--- src/rtl/instr_pkg.sv ---
// instr_pkg: shared opcode encodings, instruction word layout and opcode classification helpers
package instr_pkg;
  localparam int DEF_OPCODE_WIDTH = 3;
  localparam int DEF_OPERAND_WIDTH = 8;
  typedef enum logic [DEF_OPCODE_WIDTH-1:0] {
    OP_ADD  = 3'd0,
    OP_MAC  = 3'd1,
    OP_WAIT = 3'd2,
    OP_SETB = 3'd3,
    OP_SETD = 3'd4,
    OP_SETE = 3'd5
  } opcode_e;
  typedef struct packed {
    opcode_e opcode;
    logic [DEF_OPERAND_WIDTH-1:0] operand;
  } instr_word_t;
  function automatic logic is_legal_opcode(input logic [DEF_OPCODE_WIDTH-1:0] op);
    return op inside {OP_ADD, OP_MAC, OP_WAIT, OP_SETB, OP_SETD, OP_SETE};
  endfunction
  function automatic logic is_wait(input logic [DEF_OPCODE_WIDTH-1:0] op);
    return op == OP_WAIT;
  endfunction
endpackage

--- src/rtl/sync_fifo.sv ---
// sync_fifo: FIFO with registered first-word-fall-through head (push/din in, pop, dout/full/empty/level out)
module sync_fifo #(
  parameter int W = 8,
  parameter int DEPTH = 4
) (
  input  logic                       clk,
  input  logic                       rst,
  input  logic                       push,
  input  logic [W-1:0]               din,
  input  logic                       pop,
  output logic [W-1:0]               dout,
  output logic                       full,
  output logic                       empty,
  output logic [$clog2(DEPTH+1)-1:0] level
);
  localparam int AW = $clog2(DEPTH);
  localparam int LW = $clog2(DEPTH+1);
  logic [W-1:0] mem [DEPTH];
  logic [AW-1:0] wr_ptr, rd_ptr, rd_nxt;
  logic [LW-1:0] level_nxt;
  always_comb begin
    rd_nxt = pop ? rd_ptr + AW'(1) : rd_ptr;
    level_nxt = level + LW'(push) - LW'(pop);
  end
  always_ff @(posedge clk)
    if (push) mem[wr_ptr] <= din;
  always_ff @(posedge clk) begin
    if (rst) begin
      wr_ptr <= '0;
      rd_ptr <= '0;
      level <= '0;
      full <= 1'b0;
      empty <= 1'b1;
      dout <= '0;
    end else begin
      wr_ptr <= push ? wr_ptr + AW'(1) : wr_ptr;
      rd_ptr <= rd_nxt;
      level <= level_nxt;
      full <= level_nxt == LW'(DEPTH);
      empty <= level_nxt == '0;
      dout <= level_nxt == '0 ? '0 : level == LW'(pop) ? din : mem[rd_nxt];
    end
  end
endmodule

--- src/rtl/instr_encoder.sv ---
// instr_encoder: buffers opcode/operand requests and issues registered instruction words with WAIT expansion (req_* in, instr_* out, err_illegal, fifo_level)
module instr_encoder import instr_pkg::*; #(
  parameter int OPCODE_WIDTH = DEF_OPCODE_WIDTH,
  parameter int OPERAND_WIDTH = DEF_OPERAND_WIDTH,
  parameter int DEPTH = 4
) (
  input  logic                                clk,
  input  logic                                rst,
  input  logic                                req_valid,
  output logic                                req_ready,
  input  logic [OPCODE_WIDTH-1:0]             req_opcode,
  input  logic [OPERAND_WIDTH-1:0]            req_operand,
  output logic                                instr_valid,
  input  logic                                instr_ready,
  output logic [OPCODE_WIDTH+OPERAND_WIDTH-1:0] instr_word,
  output logic                                err_illegal,
  output logic [$clog2(DEPTH+1)-1:0]          fifo_level
);
  localparam int W = OPCODE_WIDTH + 2*OPERAND_WIDTH;
  logic [W-1:0] din, dout;
  logic [OPERAND_WIDTH-1:0] cnt, head_n;
  logic full, empty, accept, legal, push, fire, head_wait, last, pop;
  always_comb begin
    accept = req_valid && req_ready;
    legal = is_legal_opcode(req_opcode);
    push = accept && legal;
    din = {req_opcode, is_wait(req_opcode) ? {OPERAND_WIDTH{1'b0}} : req_operand, req_operand};
    fire = instr_valid && instr_ready;
    head_wait = is_wait(dout[W-1 -: OPCODE_WIDTH]);
    head_n = dout[OPERAND_WIDTH-1:0];
    last = cnt == '0 ? head_n <= OPERAND_WIDTH'(1) : cnt == OPERAND_WIDTH'(1);
    pop = fire && (!head_wait || last);
  end
  sync_fifo #(.W(W), .DEPTH(DEPTH)) u_fifo (
    .clk(clk), .rst(rst), .push(push), .din(din), .pop(pop),
    .dout(dout), .full(full), .empty(empty), .level(fifo_level)
  );
  assign req_ready = !full;
  assign instr_valid = !empty;
  assign instr_word = dout[W-1 -: OPCODE_WIDTH+OPERAND_WIDTH];
  always_ff @(posedge clk) begin
    if (rst) begin
      cnt <= '0;
      err_illegal <= 1'b0;
    end else begin
      if (fire && head_wait) cnt <= last ? '0 : cnt == '0 ? head_n - OPERAND_WIDTH'(1) : cnt - OPERAND_WIDTH'(1);
      if (accept && !legal) err_illegal <= 1'b1;
    end
  end
endmodule

--- config.mk ---
export PLATFORM = sky130hd
export DESIGN_NAME = instr_encoder
export DESIGN_NICKNAME = d
export VERILOG_FILES = /design/src/rtl/instr_pkg.sv /design/src/rtl/sync_fifo.sv /design/src/rtl/instr_encoder.sv
export SDC_FILE = /design/constraint.sdc
export NUM_CORES = 1
export LEC_CHECK = 0
export ABC_AREA = 0
export CORE_UTILIZATION = 58
export DETAILED_ROUTE_END_ITERATION = 8
export PLACE_DENSITY = 0.78
export SYNTH_ARGS = -nofsm -noshare
export SYNTH_HDL_FRONTEND = slang
export SYNTH_SLANG_ARGS = --single-unit
--- constraint.sdc ---
create_clock -name clk -period 5.2 [get_ports clk]
set_input_delay 0.52 -clock clk [delete_from_list [all_inputs] [get_ports clk]]
set_output_delay 0.52 -clock clk [all_outputs]
set_load 0.01 [all_outputs]
; Yosys cells after proc, flatten, opt, wreduce, memory -nomap -nowiden
; Memories as Yosys holds them, arrays and structs flattened.
; Index checks and enable logic that the tools add are counted.
[word_totals]
wordCells = 49
mem_count = 1
output_inout_bits = 17
reg_bits = 37
ramBits = 76
[mem_list]
columns = name, words, width, rd, rd_clocked_by_memory_dff, write_ports, line
row1 = u_fifo.mem, 4, 19, 1, 0, 1, sync_fifo.sv:18  ; logic [W-1:0] mem [DEPTH];
[op_classes]
addsub = 6
eq_ne = 9
reduce_logical = 16
n_mux = 8
magnitude_cmp = 1
[op_table]
columns = cell, count
row1 = $mux W8, 3
row2 = $mux W19, 1
row3 = $sub A8 B1 Y8 const B, 2
row4 = $eq A3 B2 Y1 const B, 3
row5 = $eq A3 B3 Y1 const B, 3
row6 = $eq A8 B1 Y1 const B, 1
row7 = $le A8 B1 Y1 const B, 1
row8 = $logic_not A8 Y1, 1
row9 = $logic_and A1 B1 Y1, 6
row10 = $logic_not A3 Y1, 2
row11 = $reduce_bool A6 Y1, 1
row12 = $add A2 B1 Y2 const B, 2
row13 = $logic_not A1 Y1, 4
row14 = $add A3 B1 Y3, 1
row15 = $eq A3 B1 Y1, 1
row16 = $eq A3 B1 Y1 const B, 1
row17 = $mux W1, 3
row18 = $sub A3 B1 Y3, 1
row19 = $mux W2, 1
row20 = $reduce_or A2 Y1, 1
row21 = $logic_or A1 B1 Y1, 1

; Logic depth before layout (Yosys ltp)
; Gate-level depths: netlist of run 1.
[logic_depth]
ltp_word = 7
mapped_depth = 17
depth_no_buf = 16

; Cells and area by module
; Synthesis of run 1 repeated with hierarchy kept, for this count alone.
[hier_totals]
cells_unflattened = 351
hier_area_um2 = 4927.2
[by_module_without_submodules]
columns = mod, area_each_um2, seq_area_each_um2, cells_per_inst, n_inst
row1 = sync_fifo, 4030.1, 2842.7, 238, 1
row2 = instr_encoder, 897.1, 180.2, 113, 1

; Least setup slack after synthesis of run 1
; Ideal clock, no wire load.
[synth_path]
kind = register -> register
start = register cnt[2]
end = register u_fifo.dout[12]
t_arrival_ps = 4212
setup_ps = 76
synth_period_minus_slack_ps = 4288
path_buffers = 2
path_stages_with_launch = 17
setup_slack_ps = 912
cell_sequence = dfxtp_1 or4_1 buf_2 or3_4 o21ai_0 nor2b_1 ha_1 inv_1 ha_1 fa_1 nor2_1 a211oi_1 nor2b_1 clkbuf_1 a21oi_1 mux2_4 o22ai_1
[synth_between]
elab_chain_len = 7
elab_cells_between_ends = 12
cone_classes = 1 x add/sub / 2 x eq/ne / 3 x mux / 5 x reduce/logical / 1 x memory
[synth_lines]
columns = item, line
row1 = "start, declared", instr_encoder.sv:21  ; logic [OPERAND_WIDTH-1:0] cnt, head_n;
row2 = "start signal, assigned", instr_encoder.sv:46  ; if (fire && head_wait) cnt <= last ? '0 : cnt == '0 ? head_n - OPERAND_WIDTH'(1) : cnt - OPERAND_WIDTH'(1);
row3 = $eq A8 B1 Y1 or $logic_not A8 Y1 (tied branches), instr_encoder.sv:31  ; last = cnt == '0 ? head_n <= OPERAND_WIDTH'(1) : cnt == OPERAND_WIDTH'(1);
row4 = $mux W1 (*), instr_encoder.sv:31
row5 = $logic_or A1 B1 Y1 (*), instr_encoder.sv:32  ; pop = fire && (!head_wait || last);
row6 = $logic_and A1 B1 Y1 (*), instr_encoder.sv:32
row7 = $sub A3 B1 Y3 (*), sync_fifo.sv:23  ; level_nxt = level + LW'(push) - LW'(pop);
row8 = via u_fifo.level_nxt[1], sync_fifo.sv:20  ; logic [LW-1:0] level_nxt;
row9 = $logic_not A3 Y1 (*), sync_fifo.sv:41  ; dout <= level_nxt == '0 ? '0 : level == LW'(pop) ? din : mem[rd_nxt];
row10 = $reduce_or A2 Y1 (no line) (*), --
row11 = "end signal, assigned", sync_fifo.sv:41
row12 = "end, declared", sync_fifo.sv:11  ; output logic [W-1:0] dout,
; Mark *: on every way through the listed nets, which the timed path passes. The rest lies on a longest branch.
; A chain may end at the register's enable or synchronous reset.

; Worst setup path in the final report of run 1
[layout_path]
start = register cnt[2]
end = register u_fifo.dout[15]
[layout_between]
elab_chain_len = 7
elab_cells_between_ends = 12
cone_classes = 1 x add/sub / 2 x eq/ne / 3 x mux / 5 x reduce/logical / 1 x memory
[layout_lines]
columns = item, line
row1 = $eq A8 B1 Y1 or $logic_not A8 Y1 (tied branches), instr_encoder.sv:31
row2 = $mux W1 (*), instr_encoder.sv:31
row3 = $logic_or A1 B1 Y1 (*), instr_encoder.sv:32
row4 = $logic_and A1 B1 Y1 (*), instr_encoder.sv:32
row5 = $sub A3 B1 Y3 or $mux W2 (tied branches), "sync_fifo.sv:23, sync_fifo.sv:22"
row6 = $logic_not A3 Y1 or $mem_v2 Z4 W19 (tied branches), --
row7 = $reduce_or A2 Y1 (no line) or $mux W19 (tied branches), --
; Mark *: on every way between the ends. The rest lies on a longest branch, timed or not.

==> results_dict.tcl, run 1 <==
set metrics [dict create \
    status "complete, no violations" \
    drt-total-wl_mm 10.59 \
    pwr-share-clk_pct 32.3 \
    start_util_pct 60.73 \
    clk_pin_slew_worst_paths_ns 0.06 \
    setup_tns_ns 0 \
    cts_tree "done" \
    crit_chain "or4_1 -> or3_4 -> o21ai_0 -> nor2b_1 -> ha_1 -> inv_1 -> ha_1 -> fa_1 -> xnor2_1 -> xnor2_1 -> a21o_1 -> nand3b_1 -> a22oi_1 -> a22o_1" \
    crit_arrival_ns 4.99 \
    yosys.cell_count.top_type "edfxtp_1" \
    portBuffers 31 \
    yosys.area.top_type "edfxtp_1" \
    cp-end-kind "flop" \
    place.gp.congestion 0.8050 \
    ant_nets 0 \
    drive_gt1_share_pct 13.18 \
    cp-start-kind "flop" \
    wire_per_inst_microns 19.42 \
    met1_usage_pct 31.73 \
    cts_max_path_buffers 2 \
    synthTopCellsByCount "76 x edfxtp_1, 40 x a21oi_1, 37 x dfxtp_1" \
    htree_num_levels 4 \
    clk-insertion-delay-late_ns 0.51 \
    syn_inst 400 \
    seq_power_share_pct 33.0 \
    peakVddDrop_mv 0.2728 \
    cts_setup_buffers 0 \
    die_area_sq_um 9110 \
    power_density_nw_per_um2 594.1 \
    netSwitchingFraction_pct 34.30 \
    combPwrFrac_pct 34.6 \
    rsz0062_at_grt "no" \
    skew_ns 0.006521 \
    critPathSlowestCell "or4_1" \
    die_height_microns 95.45 \
    drc 0 \
    diodes 0 \
    period_needed_ns 4.592 \
    slew_headroom_pct 26.65 \
    hpwl_mm 6.211 \
    grt_pass1_wl_mm 16.88 \
    via_count 3435 \
    nets 454 \
    place_inst 513 \
    hp-class "reg2reg" \
    fp.coreArea_sq_um 8341 \
    syn_nets 427 \
    p_leak_nw 2.111 \
    overflow 0 \
    synth.distinct_cells 57 \
    period_share_pct 88.30 \
    numCtsBuffers 17 \
    grt_use_total_pct 25.50 \
    setup_viol 0 \
    cp_slowest_stage_delay_ns 0.66 \
    drv_slew 0 \
    grt_max_degree 38 \
    synthArstFlopShare_pct 0 \
    synth_edf_count 76 \
    grt_util_met3_pct 7.496 \
    dr.pass1.iters 7 \
    busiest_layer "met2" \
    grt_use_met2_pct 41.07 \
    utilization_pct 71.75 \
    fmax_mhz 217.8 \
    p_int_mw 2.336 \
    synth_top_area_share_pct 45.06 \
    fp-row-count 33 \
    drt_iter0_drc 233 \
    die_w_microns 95.45 \
    worst_ep_required_time_ns 5.60 \
    p_sw_mw 1.220 \
    fill_cells 572 \
    path_class "reg2reg" \
    io_pins 32 \
    syn_area_per_cell_sq_um 12.66 \
    synth_seq_cells 113 \
    vias_per_cell 6.303 \
    worst-path-max-fanout 10 \
    maxCapViolations 0 \
    grt_pass1_vias 3399 \
    syn_area_sq_um 5065 \
    antenna_found_initial 0 \
    synth_top_flop_cell "edfxtp_1" \
    cts_root_buf "clkbuf_8" \
    clock_sinks 113 \
    areaGrowthSynthToFinish_pct 18.16 \
    finalWorstSetupSlack_ns 0.6085 \
    synth.area.top_cells "edfxtp_1 45%, dfxtp_1 15%, mux2i_1 4.5%" \
    tightest_slew_ns 1.100 \
    ys_warn_count 0 \
    hold_viol 0 \
    fin_cells 545 \
    place_ws_ns 0.6575 \
    cts_hold_buf 0 \
    synth.yosys.seq_area_share_pct 59.68 \
    postCtsResizedCells 0 \
]
power by group through the flow:
stage / registers, mW / logic [mW] / clock network (mW)
final: 1.17 / 1.23 / 1.15
after global placement: 1.19 / 1.17 / 0
after floorplan: 1.16 / 0.940 / 0
after CTS: 1.17 / 1.23 / 1.16
after detailed placement: 1.19 / 1.21 / 0
after global routing: 1.19 / 1.34 / 1.20
cells in the final DEF, fill, tap and decap left out, types with 3 or more instances in the layout:
| cell | count |
|---|---|
| xnor2_1 | 9 |
| a31oi_1 | 4 |
| nand3b_1 | 3 |
| or3b_2 | 3 |
| nand3_1 | 3 |
| nor3_1 | 3 |
| buf_4 | 7 |
| o22ai_1 | 7 |
| a211oi_1 | 11 |
| mux2_2 | 5 |
| clkinv_4 | 3 |
| nor3b_1 | 3 |
| dfxtp_1 | 37 |
| nor4_1 | 5 |
| nor2b_1 | 13 |
| nand2_1 | 12 |
| mux2_4 | 3 |
| a22oi_1 | 5 |
| a21oi_1 | 40 |
| clkbuf_16 | 16 |
| nor2_1 | 19 |
| edfxtp_1 | 76 |
| mux2i_1 | 23 |
| xor2_1 | 3 |
| a221oi_1 | 10 |
| o21ai_0 | 3 |
| and2_1 | 5 |
| o32ai_1 | 9 |
| inv_6 | 6 |
| inv_1 | 13 |
| clkdlybuf4s50_1 | 31 |
| ha_1 | 11 |
metal layers:
metal,part of all wire [%],vias to the layer above
met5,0,-
met4,1.9,0
met3,6.1,21
met2,50,131
met1,41,1701
li1,-,1582
flip-flops by register name (all words and copies together), names as in the netlist:
signal,flops
u_fifo.mem,76
err_illegal,1
u_fifo.level,3
u_fifo.full,1
u_fifo.wr_ptr,2
u_fifo.dout,19
u_fifo.empty,1
u_fifo.rd_ptr,2
cnt,8
worst max-delay path, delay by kind of cell, from the launching register on:
family / cells / cell delay, ns
compound gates: 4 / 0.93
xor+xnor: 2 / 0.47
flops: 1 / 0.36
simple gates: 4 / 1.87
fa+ha+maj: 3 / 0.79
buf+inv: 1 / 0.05
final timing paths:
path                                                from                          to  slack (ns)  cells past startpoint
worst min-delay path            err_illegal$_SDFFE_PP0P_    err_illegal$_SDFFE_PP0P_        0.47                      2
worst min register to register  err_illegal$_SDFFE_PP0P_    err_illegal$_SDFFE_PP0P_        0.47                      2
worst max register to register       cnt[2]$_SDFFE_PP0P_  u_fifo.dout[15]$_SDFF_PP0_        0.61                     14
worst max-delay path                 cnt[2]$_SDFFE_PP0P_  u_fifo.dout[15]$_SDFF_PP0_        0.61                     14
layout make-up:
class                   count  area, sq um  share of cell area (%)
well taps                 105        131.4                   2.195
clock inverters            15        173.9                   2.906
inverters                  13        48.80                  0.8154
repair buffers             38        362.8                   6.063
multi-input cells         244         1831                   30.59
flip-flops and latches    113         3023                   50.51
clock buffers              17        414.1                   6.920
cell families after synthesis:
kind of cell               count (synthesis)  synth area share, %
adders and majority gates                 12                3.113
xor gates and xnor gates                  12                2.075
DFF                                      113                59.68
AOI/OAI and AO/OA                        107                14.90
muxes                                     32                6.769
and+or+nand+nor                           81                9.190
buffers and inverters                     43                4.274
through the flow:
step / hold WS (ns) / instance area [sq um] / total power, mW
finish: 0.4746 / 5984 / 3.555
global route: 0.5205 / 5984 / 3.729
CTS: 0.4849 / 5984 / 3.566
detailed placement: 0.4704 / 5396 / 2.402
global placement: 0.4540 / 5396 / 2.357
floorplan: 0.4684 / 5065 / 2.102
(Power assumes the default switching activity.)
==> inputs of run 2 (changes only) <==
CELL_PAD_IN_SITES_DETAIL_PLACEMENT = 0   (was unset)
CELL_PAD_IN_SITES_GLOBAL_PLACEMENT = 2   (was unset)
CORE_UTILIZATION = 41   (was 58)
PLACE_DENSITY = unset   (was 0.78)
PLACE_DENSITY_LB_ADDON = 0.1   (was unset)
==> run 2 against run 1 <==
Effect of this change:
- combinational power barely moved
- global-route usage decreased by 7.0 points
- utilization shrank 21 points
- register-to-register slack got worse by 0.12 ns
- routed wire length increased by 1.5%
- count of clock-buffer cells in the layout grew 5
- design area rose by 0.90%
- first-iteration DRC count is 40% lower
- clock skew barely moved
==> results_dict.tcl, run 2 (synthesis gave the netlist of run 1 again) <==
set metrics [dict create \
    status "complete, no violations" \
    seqCellArea_sq_um 3023 \
    io_pins 32 \
    period_share_pct 90.57 \
    die_w_microns 113.1 \
    r2r_cells 14 \
    postCtsResizedCells 0 \
    top_regs "u_fifo.mem x76, u_fifo.dout x19, cnt x8" \
    grt_pass1_wl_mm 17.75 \
    timing.rr.end "u_fifo.dout[15]$_SDFF_PP0_" \
    drive_gt1_share_pct 12.05 \
    cts_root_buf "clkbuf_16" \
    cp-start-kind "flop" \
    portBuffers 31 \
    overflow 0 \
    wire_per_inst_microns 18.31 \
    p_leak_nw 2.101 \
    final_common_cell "edfxtp_1" \
    period_needed_ns 4.710 \
    htree_num_levels 4 \
    clock_sinks 113 \
    fmax_mhz 212.3 \
    diodes 0 \
    cp-end-kind "flop" \
    min_path_cells 2 \
    drv_slew 0 \
    place_inst 555 \
    vias_per_cell 5.518 \
    drt_iter0_drc 139 \
    slew_headroom_pct 27.38 \
    numCtsBuffers 17 \
    nets 454 \
    hold_viol 0 \
    fin_cells 587 \
    grt_max_degree 38 \
    peakVddDrop_mv 0.2613 \
    setup_viol 0 \
    rr_startpoint "cnt[2]$_SDFFE_PP0P_" \
    fp.coreArea_sq_um 12010 \
    r2r_slack_ns 0.49 \
    rsz0062_at_grt "no" \
    maxCapViolations 0 \
    dr.pass1.iters 5 \
    cts_setup_buffers 0 \
    drt-total-wl_mm 10.75 \
    via_count 3239 \
    worst_ep_required_time_ns 5.50 \
    skew_ns 0.006914 \
    cts_hold_buf 0 \
    utilization_pct 50.27 \
    cts_max_path_buffers 2 \
    final_cell_mix "76 x edfxtp_1, 40 x a21oi_1, 37 x dfxtp_1" \
    worstHoldStart "err_illegal$_SDFFE_PP0P_" \
    drc 0 \
    largest_register_ffs 76 \
    start_util_pct 42.17 \
    hold_end "err_illegal$_SDFFE_PP0P_" \
    finalWorstSetupSlack_ns 0.4904 \
    die_area_sq_um 12800 \
    path_class "reg2reg" \
    hpwl_mm 6.619 \
    multi_input_area_sq_um 1838 \
    tightest_slew_ns 1.089 \
    fp-row-count 40 \
    cts_tree "done" \
    place.gp.congestion 0.7690 \
    areaGrowthSynthToFinish_pct 19.22 \
    clk_pin_slew_worst_paths_ns 0.05 \
    die_height_microns 113.1 \
    grt_pass1_vias 3313 \
    setup_tns_ns 0 \
    crit_arrival_ns 5.01 \
    antenna_found_initial 0 \
    grt_use_total_pct 18.50 \
    power_density_nw_per_um2 587.7 \
    ant_nets 0 \
    hp-class "reg2reg" \
    top_register "u_fifo.mem" \
    fill_cells 1059 \
    worst-path-max-fanout 11 \
    place_ws_ns 0.4933 \
    clk-insertion-delay-late_ns 0.41 \
]
-- run 2: cell types whose count changed in the layout (fill, tap and decap cells not counted), sizes merged --
cell / previous run / this run
clkbuf: 17 / 22
clkinv: 4 / 5
bufinv: 2 / 3
inv: 21 / 13
clkinvlp: 1 / 2
-- run 2: critical path: stages (launching register included) --
cell and delay, ns:
dfxtp_1 0.35, or4_1 0.67, or3_4 0.43, o21ai_0 0.30, nor2b_1 0.34, ha_1 0.19, inv_1 0.04, ha_1 0.18
fa_1 0.44, xnor2_1 0.17, xnor2_1 0.30, a21o_1 0.25, nand3b_1 0.48, a22oi_1 0.19, a22o_1 0.26
-- run 2: final cells by class --
| type | count | area share, % |
|---|---|---|
| Sequential cell | 113 | 50.06 |
| Clock buffer | 22 | 7.356 |
| Tap cell | 147 | 3.046 |
| Multi-Input combinational cell | 244 | 30.44 |
| Clock inverter | 10 | 2.279 |
| Timing Repair Buffer | 38 | 6.009 |
| Inverter | 13 | 0.8081 |
-- run 2: worst max path at each step --
stage                     depth (start not counted)                          to                start  slack [ns]
after global placement                           14  u_fifo.dout[15]$_SDFF_PP0_  cnt[2]$_SDFFE_PP0P_        0.61
after detailed placement                         14  u_fifo.dout[15]$_SDFF_PP0_  cnt[2]$_SDFFE_PP0P_        0.49
final                                            14  u_fifo.dout[15]$_SDFF_PP0_  cnt[2]$_SDFFE_PP0P_        0.49
after global routing                             14  u_fifo.dout[15]$_SDFF_PP0_  cnt[2]$_SDFFE_PP0P_        0.12
after floorplan                                  16  u_fifo.dout[12]$_SDFF_PP0_  cnt[2]$_SDFFE_PP0P_        0.91
after CTS                                        14  u_fifo.dout[15]$_SDFF_PP0_  cnt[2]$_SDFFE_PP0P_        0.45
-- run 2: metrics by stage --
stage | hold WS [ns] | power, mW | cell area [sq um]
6_report | 0.4687 | 3.548 | 6038
5_1_grt | 0.4914 | 3.760 | 6038
4_1_cts | 0.4710 | 3.587 | 6038
3_5_place_dp | 0.4648 | 2.436 | 5456
3_3_place_gp | 0.4544 | 2.435 | 5456
2_1_floorplan | 0.4684 | 2.102 | 5065
-- run 2: where the power goes --
part	internal [mW]	switching, mW	leakage (nW)
logic	0.543	0.694	0.825
clock network	0.751	0.387	0.278
registers	1.10	0.0738	0.998
total	2.39	1.15	2.10
-- run 2: layer usage --
metal	share of wire, %	vias up	global-route usage [%]
met5	0	-	0
met4	1.0	0	7.807
met3	3.4	9	4.124
met2	48	55	29.24
met1	48	1602	24.58
li1	-	1573	-
==> inputs of run 3 (changes only) <==
SKIP_CTS_REPAIR_TIMING = 1   (was unset)
==> results of run 3 <==
Final layout, timing and power as in run 2 (identical DEF).
